$ cat config.mk
export PLATFORM = sky130hd
export DESIGN_NAME = reset_sequencer_flat
export DESIGN_NICKNAME = d
export VERILOG_FILES = /design/src/rtl/reset_sequencer_pkg.sv /design/src/rtl/reset_sequencer_if.sv /design/src/rtl/button_debouncer.sv /design/src/rtl/reset_sequencer.sv /design/src/flat_wrapper.sv
export SDC_FILE = /design/constraint.sdc
export NUM_CORES = 1
export LEC_CHECK = 0
export ABC_AREA = 0
export CAP_MARGIN = 10
export CORE_MARGIN = 2
export CORE_UTILIZATION = 30
export CTS_CLUSTER_SIZE = 25
export DETAILED_ROUTE_END_ITERATION = 10
export GPL_ROUTABILITY_DRIVEN = 0
export HOLD_SLACK_MARGIN = 0.15
export PLACE_DENSITY = 0.55
export SETUP_SLACK_MARGIN = 0.4
export SYNTH_ARGS = -nofsm -noshare
export SYNTH_HDL_FRONTEND = slang
export SYNTH_SLANG_ARGS = --single-unit
$ cat constraint.sdc
create_clock -name clk_48mhz -period 3.5 [get_ports clk_48mhz]
set_input_delay 0.525 -clock clk_48mhz [delete_from_list [all_inputs] [get_ports clk_48mhz]]
set_output_delay 0.525 -clock clk_48mhz [all_outputs]
set_load 0.02 [all_outputs]
$ cat src/rtl/reset_sequencer_pkg.sv
// Shared types for the reset sequencer and its SoC neighbours.
//   SimState      : simulation-control state used elsewhere in the SoC
//   ResetSeqState : reset sequencer FSM states
//   CAUSE_*       : reset_cause encodings
//   cnt_width()   : width of counters that must reach the largest stage length
package reset_sequencer_pkg;

  typedef enum logic [1:0] {
    SimIdle = 2'd0,
    SimRun  = 2'd1,
    SimHalt = 2'd2
  } SimState;

  typedef enum logic [1:0] {
    RSHold          = 2'd0,
    RSReleasePeriph = 2'd1,
    RSRun           = 2'd2
  } ResetSeqState;

  localparam logic [1:0] CAUSE_POR    = 2'b00;
  localparam logic [1:0] CAUSE_BUTTON = 2'b01;
  localparam logic [1:0] CAUSE_SW     = 2'b10;
  localparam logic [1:0] CAUSE_UNUSED = 2'b11;

  // One spare bit above the largest terminal count so counters can never wrap.
  function automatic int cnt_width(input int a, input int b, input int c);
    int m;
    m = a;
    if (b > m) m = b;
    if (c > m) m = c;
    return $clog2(m) + 1;
  endfunction

endpackage

$ cat src/rtl/reset_sequencer_if.sv
// Button / software request inputs and staged reset outputs of the sequencer.
//   master : drives button_n, sw_reset_req; observes resets, ready, cause
//   slave  : the sequencer side
interface reset_sequencer_if;
  logic       button_n;
  logic       sw_reset_req;
  logic       rst_periph;
  logic       rst_cpu;
  logic       ready;
  logic [1:0] reset_cause;

  modport master (
    output button_n, sw_reset_req,
    input  rst_periph, rst_cpu, ready, reset_cause
  );

  modport slave (
    input  button_n, sw_reset_req,
    output rst_periph, rst_cpu, ready, reset_cause
  );
endinterface

$ cat src/rtl/button_debouncer.sv
// 2-flop synchronizer plus debounce counter for an active-low push button.
//   clk_48mhz : clock
//   reset     : synchronous active-high reset (synchronizer preloads released)
//   button_n  : asynchronous raw button, low = pressed
//   pressed   : debounced pressed flag
module button_debouncer #(
  parameter int DEBOUNCE_CYCLES = 8,
  parameter int CW              = 4
) (
  input  logic clk_48mhz,
  input  logic reset,
  input  logic button_n,
  output logic pressed
);

  localparam logic [CW-1:0] DEB_LAST = CW'(DEBOUNCE_CYCLES - 1);

  logic [1:0]    sync_q;
  logic [CW-1:0] cnt_q, cnt_d;
  logic          pressed_q, pressed_d;
  logic          differs;

  // Synchronized level is low while pressed, so equality with the flag
  // means the input disagrees with the accepted state.
  assign differs = (sync_q[1] == pressed_q);

  always_comb begin
    cnt_d     = '0;
    pressed_d = pressed_q;
    if (differs) begin
      if (cnt_q == DEB_LAST) begin
        pressed_d = ~pressed_q;
      end else begin
        cnt_d = cnt_q + CW'(1);
      end
    end
  end

  always_ff @(posedge clk_48mhz) begin
    if (reset) begin
      sync_q    <= 2'b11;
      cnt_q     <= '0;
      pressed_q <= 1'b0;
    end else begin
      sync_q    <= {sync_q[0], button_n};
      cnt_q     <= cnt_d;
      pressed_q <= pressed_d;
    end
  end

  assign pressed = pressed_q;

endmodule

$ cat src/rtl/reset_sequencer.sv
// Staged reset sequencer: holds everything in reset, releases peripherals,
// then the CPU after a gap. Re-enters the hold on a debounced button press or
// a software request while running.
//   clk_48mhz : clock
//   reset     : synchronous active-high hard reset
//   bus       : button_n, sw_reset_req in; rst_periph, rst_cpu, ready,
//               reset_cause out
module reset_sequencer
  import reset_sequencer_pkg::*;
#(
  parameter int POR_CYCLES      = 16,
  parameter int DEBOUNCE_CYCLES = 8,
  parameter int STAGE_GAP       = 4
) (
  input  logic                clk_48mhz,
  input  logic                reset,
  reset_sequencer_if.slave    bus
);

  localparam int CW = cnt_width(POR_CYCLES, STAGE_GAP, DEBOUNCE_CYCLES);
  localparam logic [CW-1:0] POR_LAST = CW'(POR_CYCLES - 1);
  localparam logic [CW-1:0] GAP_LAST = CW'(STAGE_GAP - 1);

  ResetSeqState  state_q, state_d;
  logic [CW-1:0] cnt_q, cnt_d;
  logic [1:0]    cause_q, cause_d;
  logic          pressed, pressed_prev_q;
  logic          press_evt;

  button_debouncer #(
    .DEBOUNCE_CYCLES (DEBOUNCE_CYCLES),
    .CW              (CW)
  ) u_deb (
    .clk_48mhz (clk_48mhz),
    .reset     (reset),
    .button_n  (bus.button_n),
    .pressed   (pressed)
  );

  assign press_evt = pressed & ~pressed_prev_q;

  always_comb begin
    state_d = state_q;
    cnt_d   = cnt_q;
    cause_d = cause_q;
    case (state_q)
      RSHold: begin
        if (press_evt) cause_d = CAUSE_BUTTON;
        // Hold time is measured from button release, not from entry.
        if (pressed) begin
          cnt_d = '0;
        end else if (cnt_q == POR_LAST) begin
          state_d = RSReleasePeriph;
          cnt_d   = '0;
        end else begin
          cnt_d = cnt_q + CW'(1);
        end
      end
      RSReleasePeriph: begin
        if (press_evt) begin
          state_d = RSHold;
          cnt_d   = '0;
          cause_d = CAUSE_BUTTON;
        end else if (cnt_q == GAP_LAST) begin
          state_d = RSRun;
          cnt_d   = '0;
        end else begin
          cnt_d = cnt_q + CW'(1);
        end
      end
      RSRun: begin
        cnt_d = '0;
        // Button takes priority when both requests land together.
        if (press_evt) begin
          state_d = RSHold;
          cause_d = CAUSE_BUTTON;
        end else if (bus.sw_reset_req) begin
          state_d = RSHold;
          cause_d = CAUSE_SW;
        end
      end
      default: begin
        state_d = RSHold;
        cnt_d   = '0;
      end
    endcase
  end

  always_ff @(posedge clk_48mhz) begin
    if (reset) begin
      state_q        <= RSHold;
      cnt_q          <= '0;
      cause_q        <= CAUSE_POR;
      pressed_prev_q <= 1'b0;
    end else begin
      state_q        <= state_d;
      cnt_q          <= cnt_d;
      cause_q        <= cause_d;
      pressed_prev_q <= pressed;
    end
  end

  assign bus.rst_periph  = (state_q == RSHold);
  assign bus.rst_cpu     = (state_q != RSRun);
  assign bus.ready       = (state_q == RSRun);
  assign bus.reset_cause = cause_q;

endmodule

$ cat src/flat_wrapper.sv
// flat-port wrapper written by rule: the top's interface ports become plain ports
module reset_sequencer_flat import reset_sequencer_pkg::*;
#(
  parameter int POR_CYCLES      = 16,
  parameter int DEBOUNCE_CYCLES = 8,
  parameter int STAGE_GAP       = 4
)
  (clk_48mhz, reset, bus_button_n, bus_sw_reset_req, bus_rst_periph, bus_rst_cpu, bus_ready, bus_reset_cause);
  reset_sequencer_if bus_i ();
  input  logic clk_48mhz;
  input  logic reset;
  input wire logic [$bits(bus_i.button_n)-1:0] bus_button_n;
  input wire logic [$bits(bus_i.sw_reset_req)-1:0] bus_sw_reset_req;
  output wire logic [$bits(bus_i.rst_periph)-1:0] bus_rst_periph;
  output wire logic [$bits(bus_i.rst_cpu)-1:0] bus_rst_cpu;
  output wire logic [$bits(bus_i.ready)-1:0] bus_ready;
  output wire logic [$bits(bus_i.reset_cause)-1:0] bus_reset_cause;
  assign bus_i.button_n = bus_button_n;
  assign bus_i.sw_reset_req = bus_sw_reset_req;
  assign bus_rst_periph = bus_i.rst_periph;
  assign bus_rst_cpu = bus_i.rst_cpu;
  assign bus_ready = bus_i.ready;
  assign bus_reset_cause = bus_i.reset_cause;
  reset_sequencer #(.POR_CYCLES(POR_CYCLES), .DEBOUNCE_CYCLES(DEBOUNCE_CYCLES), .STAGE_GAP(STAGE_GAP)) u_core (.clk_48mhz(clk_48mhz), .reset(reset), .bus(bus_i));
endmodule
Yosys cells after proc, flatten, opt, wreduce, memory -nomap -nowiden. Index checks and enable logic that the tools add are counted.

Memory bits (writable): 0. Latch bits: 0. ROM bits: 0. Memories: 0. Input bits: 4. Output and inout bits: 5. Register bits: 18. Logic and storage cells: 48.

Equal/unequal tests: 12. $mul: 0. Shift-type cells: 0. Reductions and logical operators: 7. Mux-type cells: 16. Order comparisons: 0. Add/sub/neg operators: 2. Bitwise logic cells: 4. Divide/modulo/power cells: 0.

Operators by type and width (count): 2-to-1 mux 5 bit (4); 2-to-1 mux 2 bit (9); adder 5 x 1 -> 5 bit (second input constant) (2); case mux 5 bit (2 select lines) (1); case mux 2 bit (3 select lines) (1); == test 5 x 2 -> 1 bit (second input constant) (1); == test 5 x 3 -> 1 bit (second input constant) (1); == test 5 x 4 -> 1 bit (second input constant) (1); != test 2 x 1 -> 1 bit (second input constant) (2); != test 2 bit (second input constant) (2); case mux 2 bit (2 select lines) (1); AND reduction 4 bit (1); != test 3 x 1 -> 1 bit (second input constant) (1); != test 3 x 2 -> 1 bit (second input constant) (1); inverter 1 bit (3); AND reduction 3 bit (1); OR reduction 3 bit (1); == test 2 x 1 -> 1 bit (second input constant) (1); == test 2 bit (second input constant) (1); zero test 2 bit (1); AND reduction 2 bit (1); nonzero test 2 bit (1); OR reduction 2 bit (1); AND 1 bit (1); == test 1 bit (1).

Logic depth before layout (Yosys ltp). Gate-level depths: netlist of the first run.

Word-level depth: 4. Depth in mapped cells: 7. Mapped depth without buffers: 7.

Modules after synthesis. A second synthesis of the first run with hierarchy kept.

Cell total of the unflattened synthesis: 83. Area total of the unflattened synthesis: 792.0 um^2.

Modules (own cells, without submodules): reset_sequencer (instances 1, area each 491.7 um^2, cells each 55); button_debouncer (instances 1, area each 300.3 um^2, cells each 28).

Least setup slack after synthesis of the first run. No wires, ideal clock.

Kind: flip-flop to output port. Start point: reg u_core.state_q[0]. End point: out bus_rst_cpu. Path buffers: 1. Arrival time: 1.035 ns. Stages on the path, launching flop included: 4. Path slack: 1.940 ns. Cells stage by stage: dfxtp_1 clkbuf_1 nor2b_1 inv_1.

Cells in the longest elaborated chain, start to end: 1.

RTL lines: from (decl) (RTL line reset_sequencer.sv:24) `ResetSeqState state_q, state_d;`; from (signal assigned) (RTL line reset_sequencer.sv:91) `state_q <= RSHold;`; from (signal assigned) (RTL line reset_sequencer.sv:96) `state_q <= state_d;`; != test 2 bit (RTL line reset_sequencer.sv:104) `assign bus.rst_cpu = (state_q != RSRun);`; to (decl) (RTL line flat_wrapper.sv:15) `output wire logic [$bits(bus_i.rst_cpu)-1:0] bus_rst_cpu;`.

No other way between the ends.

Final worst setup path of the first run.
Start point: reg u_core.state_q[1]. End point: out bus_ready.

Cells in the longest elaborated chain, start to end: 1.

RTL lines: == test 2 bit (RTL line reset_sequencer.sv:105) `assign bus.ready = (state_q == RSRun);`; to (decl) (RTL line flat_wrapper.sv:16) `output wire logic [$bits(bus_i.ready)-1:0] bus_ready;`.

No other way between the ends.

==> metrics.yaml, run 1 <==
run_status:
  run_status: "finished, final reports clean"
global_route:
  track_usage_pct: 10.1
  grt_pass1_wl_um: 2150
  grt_pass1_vias: 513
  grt_max_degree: 15
  grt-ovfl-total: 0
  antenna_found_initial: 0
floorplanning:
  boundaryPins: 9
  die_h_um: 55.0
  core_area_sq_um: 2480
  die_x_um: 55.0
  initial_core_util_pct: 31.5
  dieArea_sq_um: 3030
  core.rowCount: 18
critical_path:
  start_kind: "register"
  crit_chain: "nor2b_1 -> clkdlybuf4s50_1"
  crit_required_ns: 2.97
  max_stage_delay_ns: 0.62
  crit_arrival_ns: 1.69
  critPathCaptureType: "primary output"
  path_max_fanout: 12
  criticalPathCategory: "register to primary output"
  critical-path-slowest-cell: "clkdlybuf4s50_1"
clocking:
  root_buffer: "clkbuf_4"
  cts-htree-levels: 1
  numCtsBuffers: 3
  cts_setup_buffers: 0
  cts.sinks: 18
  clk_latency_ns: 0.29
  cts_resized: 0
  cts_tree: "built"
  cts_hold_buf: 0
  cts_buffer_depth: 2
  path_clk_slew_ns: 0.10
final_layout:
  syn2layout_area_growth_pct: 18.3
  drive_gt1_share_pct: 13.0
  diodes: 0
  finalInstanceArea_sq_um: 923
  final_cells: 122
  fin_nets: 101
placed_design:
  post-place-ws_ns: 1.51
  placed_area_sq_um: 887
  place_inst: 118
  port_buffers: 8
  dp_hpwl_um: 929
sta:
  finalHoldViolCount: 0
  rsz0062_at_grt: "false"
  final.setup.worst_slack_ns: 1.29
  slew_headroom_pct: 67.4
  fin_crit_sh_pct: 63.2
  fmax_mhz: 452
  setup_viol: 0
  fin_skew_ns: 0.00470
  fin_crit_ns: 2.21
  slew_violations: 0
  worstMarginPinSlew_ns: 0.487
  final.setup.tns_ns: 0
power:
  p_leak_uw: 0.000325
  peakVddDrop_v: 0.000193
  pwr_density_cell_nw_per_um2: 385
synthesis:
  syn_avg_cell_area_sq_um: 9.41
  yosys_warnings: 0
  async_flop_share_pct: 0
  ys_types: 26
  ys_ff_latch: 18
  synth_flop_cell: "dfxtp_1"
  synth-edff-count: 0
  syn-num-nets: 91
  synthesis.area_sq_um: 781
  syn_inst: 83
  seq_area_frac_synth_pct: 46.2
route:
  routed_wl_um: 1270
  avgViaCountPerCell: 4.74
  route.vias.total: 578
  drc: 0
  wl_per_cell_um: 10.4
  final_antenna_net_count: 0
  dr.pass1.iters: 2
  initialDrtViolationCount: 3
job:
  maxCapViolations: 0
hold_path:
  hp-class: "register to register"
[sequential cells by signal, indices dropped and copies added, names as in the netlist]
register and count:
u_core.u_deb.pressed 1, u_core.u_deb.sync_q 2, u_core.pressed_prev_q 1, u_core.cnt_q 5
u_core.u_deb.cnt_q 5, u_core.state_q 2, u_core.bus.reset_cause 2
[cell type report]
class	instances	area [sq um]
Timing Repair Buffer	8	80.1
Multi-Input combinational cell	57	390
Clock buffer	4	36.3
Tap cell	30	37.5
Inverter	5	18.8
Fill cell	278	1550
Sequential cell	18	360
[synthesized netlist by cell type, types with 3 or more instances]
| cell | instances | area, sq um |
|---|---|---|
| xnor2_1 | 3 | 26.3 |
| dfxtp_1 | 18 | 360 |
| nand2_1 | 3 | 11.3 |
| ha_1 | 4 | 50.1 |
| clkbuf_1 | 3 | 11.3 |
| xor2_1 | 3 | 26.3 |
| nand3_1 | 7 | 35.0 |
| inv_1 | 5 | 18.8 |
| nand2b_1 | 3 | 18.8 |
| nor2_1 | 12 | 45.0 |
| nor4_1 | 3 | 18.8 |
| nor2b_1 | 3 | 18.8 |
[logic make-up (layout without fill, tap and decap cells)]
group	Yosys count	after routing	synth area share [%]
AO/OA/AOI/OAI	8	8	8.98
AND/OR/NAND/NOR	39	39	27.9
XOR/XNOR	6	6	6.73
flip-flops	18	18	46.2
buffers and inverters	8	17	3.85
adder cells (fa/ha/maj)	4	4	6.41
[layout by cell type (no fill, tap or decap), types with 3 or more instances in the layout]
cell	count
dfxtp_1	18
nor4_1	3
xnor2_1	3
nand2_1	3
nor2b_1	3
nand2b_1	3
inv_1	5
nand3_1	7
xor2_1	3
nor2_1	12
clkbuf_4	3
clkdlybuf4s50_1	8
ha_1	4
[critical path, delay by kind of cell (launching register included)]
kind	cells	cell delay, ns
flops	1	0.57
buf+inv	1	0.62
simple gates	1	0.21
[per-stage QoR]
step	hold WS (ns)	util, %	power, uW
final	0.426	37.3	356
after floorplan	0.389	-	227
after detailed placement	0.404	35.8	234
after CTS	0.433	37.3	363
after global placement	0.400	35.8	233
after global routing	0.454	37.3	374
[routing by layer]
layer	up-vias	track usage [%]	wire length, um	share of wire, %
li1	303	-	-	-
met1	266	12.4	647	51
met2	9	16.1	548	43
met3	0	4.84	68	5.4
met4	0	2.44	0	0
met5	-	0	0	0
[power breakdown]
group          switching [uW]  internal (uW)
combinational            7.70           8.95
sequential               2.89            209
clock                    63.6           63.3
total                    74.2            282
[path summary, 6_finish.rpt]
path | from | end | slack (ns) | cells after the start
max | u_core.state_q[1] | bus_ready | 1.29 | 2
min | u_core.u_deb.sync_q[0] | u_core.u_deb.sync_q[1] | 0.43 | 1
max reg2reg | u_core.cnt_q[0] | u_core.cnt_q[3] | 1.93 | 4
min reg2reg | u_core.u_deb.sync_q[0] | u_core.u_deb.sync_q[1] | 0.43 | 1
(Power assumes the default switching activity.)
==> run 2, diff against run 1 <==
- PLACE_DENSITY: 0.55 -> 0.57
- clock period: 3.5 -> 1.8 ns (I/O delays scaled with it)
==> metrics.yaml, run 2 (synthesis gave the netlist of run 1 again) <==
final_layout:
  fin_nets: 104  # was 101
  drive_gt1_share_pct: 27.4  # was 13.0%
  fillers: 260  # was 278
  diodes: 0  # unchanged
  final_cells: 125  # was 122
  multi_input_area_sq_um: 428  # was 390 sq um
  regArea_sq_um: 368  # was 360 sq um
  syn2layout_area_growth_pct: 24.7  # was 18.3%
  final_cell_mix: "14 x dfxtp_1, 11 x nor2_1, 7 x nand3_1, 5 x inv_1"  # was 18 x dfxtp_1, 12 x nor2_1, 8 x clkdlybuf4s50_1, 7 x nand3_1, 5 x inv_1
  final_common_cell: "dfxtp_1"  # unchanged
  largestRegisters: "u_core.cnt_q (5), u_core.u_deb.cnt_q (5)"  # unchanged
  utilization_pct: 39.3  # was 37.3%
global_route:
  track_usage_pct: 10.7  # was 10.1%
  met2_usage_pct: 15.1  # was 16.1%
  grt_pass1_wl_um: 2240  # was 2150 um
  busiest_layer: "met2"  # unchanged
  antenna_found_initial: 0  # unchanged
  met3_usage_pct: 5.65  # was 4.84%
  use_met1_pct: 13.5  # was 12.4%
  grt_max_degree: 14  # was 15
  grt-ovfl-total: 0  # unchanged
  grt_pass1_vias: 525  # was 513
critical_path:
  path_max_fanout: 4  # was 12
  crit_start: "u_core.cnt_q[0]"  # was u_core.state_q[1]
  start_kind: "register"  # unchanged
  critPathCaptureType: "register"  # was primary output
  r2r-start: "u_core.cnt_q[0]"  # unchanged
  max_stage_delay_ns: 0.49  # was 0.62 ns
  criticalPathCategory: "register to register"  # was register to primary output
  crit_arrival_ns: 1.64  # was 1.69 ns
  crit_chain: "ha_4 -> or4b_4 -> a32oi_4 -> nor2_1"  # was nor2b_1 -> clkdlybuf4s50_1
  crit_required_ns: 1.99  # was 2.97 ns
  critical-path-slowest-cell: "or4b_4"  # was clkdlybuf4s50_1
sta:
  worstMarginPinSlew_ns: 0.331  # was 0.487 ns
  fin_skew_ns: 0.00662  # was 0.00470 ns
  fmax_mhz: 689
  fin_crit_sh_pct: 80.6
  final.setup.tns_ns: 0  # unchanged
  final.setup.worst_slack_ns: 0.349  # was 1.29 ns
  fin_crit_ns: 1.45
  rsz0062_at_grt: "true"  # was false
  finalHoldViolCount: 0  # unchanged
  slew_violations: 0  # unchanged
  setup_viol: 0  # unchanged
  slew_headroom_pct: 77.6  # was 67.4%
route:
  route.vias.total: 605  # was 578
  avgViaCountPerCell: 4.84  # was 4.74
  routed_wl_um: 1440  # was 1270 um
  final_antenna_net_count: 0  # unchanged
  drc: 0  # unchanged
  initialDrtViolationCount: 3  # unchanged
  wl_per_cell_um: 11.5  # was 10.4 um
  dr.pass1.iters: 2  # unchanged
clocking:
  numCtsBuffers: 3  # unchanged
  cts.sinks: 18  # unchanged
  cts_buffer_depth: 2  # unchanged
  root_buffer: "clkbuf_4"  # unchanged
  cts_tree: "built"  # unchanged
  cts-htree-levels: 1  # unchanged
  clk_latency_ns: 0.30  # was 0.29 ns
  path_clk_slew_ns: 0.11  # was 0.10 ns
floorplanning:
  core_area_sq_um: 2480  # unchanged
  core.rowCount: 18  # unchanged
  die_x_um: 55.0  # unchanged
  boundaryPins: 9  # unchanged
  initial_core_util_pct: 31.5  # unchanged
  dieArea_sq_um: 3030  # unchanged
  die_h_um: 55.0  # unchanged
job:
  maxCapViolations: 0  # unchanged
placed_design:
  port_buffers: 8  # unchanged
  place_inst: 120  # was 118
  post-place-ws_ns: 0.300  # was 1.51 ns
  dp_hpwl_um: 990  # was 929 um
hold_path:
  min_from: "u_core.u_deb.sync_q[0]"  # unchanged
  hp-class: "register to register"  # unchanged
run_status:
  run_status: "finished, final reports clean"  # unchanged
power:
  peakVddDrop_v: 0.000541  # was 0.000193 V
  pwr_density_cell_nw_per_um2: 722  # was 385 nW/um^2
  p_leak_uw: 0.000352  # was 0.000325 uW
==> run 2: cell types whose count changed in the layout (fill, tap and decap cells not counted), sizes merged <==
cell,before,now
clkbuf,4,6
clkdlybuf4s50,8,3
dlygate4sd2,0,2
buf,0,4
==> run 2: per-layer routing <==
layer | vias to the layer above | wire [um]
met5 | - | 0
met4 | 0 | 19
met3 | 5 | 82
met2 | 9 | 689
met1 | 279 | 647
li1 | 312 | -
==> run 2: stage by stage <==
step | hold WS, ns | power [uW] | area [sq um]
after detailed placement | 0.402 | 461 | 920
after global placement | 0.402 | 461 | 920
final | 0.414 | 703 | 973
after CTS | 0.420 | 712 | 948
after global routing | 0.442 | 738 | 973
after floorplan | 0.370 | 446 | 798
==> run 2: worst max-delay path, delay by kind of cell (launching register included) <==
family / cells / cell delay, ns
compound gates: 1 / 0.28
flops: 1 / 0.37
simple gates: 2 / 0.56
fa+ha+maj: 1 / 0.13
==> run 2: final timing paths <==
path	endpoint	slack, ns	depth (start not counted)
setup / recovery	u_core.cnt_q[1]	0.35	4
hold / removal	u_core.u_deb.sync_q[1]	0.41	1
setup reg to reg	u_core.cnt_q[1]	0.35	4
hold reg to reg	u_core.u_deb.sync_q[1]	0.41	1
==> run 2: area by class of cell <==
class                           count  share of cell area (%)
Inverter                            5                    1.93
Sequential cell                    18                    37.8
Clock buffer                        4                    3.73
Timing Repair Buffer               11                    8.74
Tap cell                           30                    3.86
Multi-Input combinational cell     57                    44.0
==> run 2: power by group <==
part / total (uW) / switching, uW / internal [uW]
clock: 251 / 127 / 123
combinational: 38.3 / 16.0 / 22.3
sequential: 414 / 7.93 / 406
==> run 2: what timing repair did <==
item                       in CTS  in global routing
buffers inserted                0                  1
setup endpoints to repair       9                 11
pin swaps                       0                  1
resized for setup              10                  9
hold buffers                    0                  0
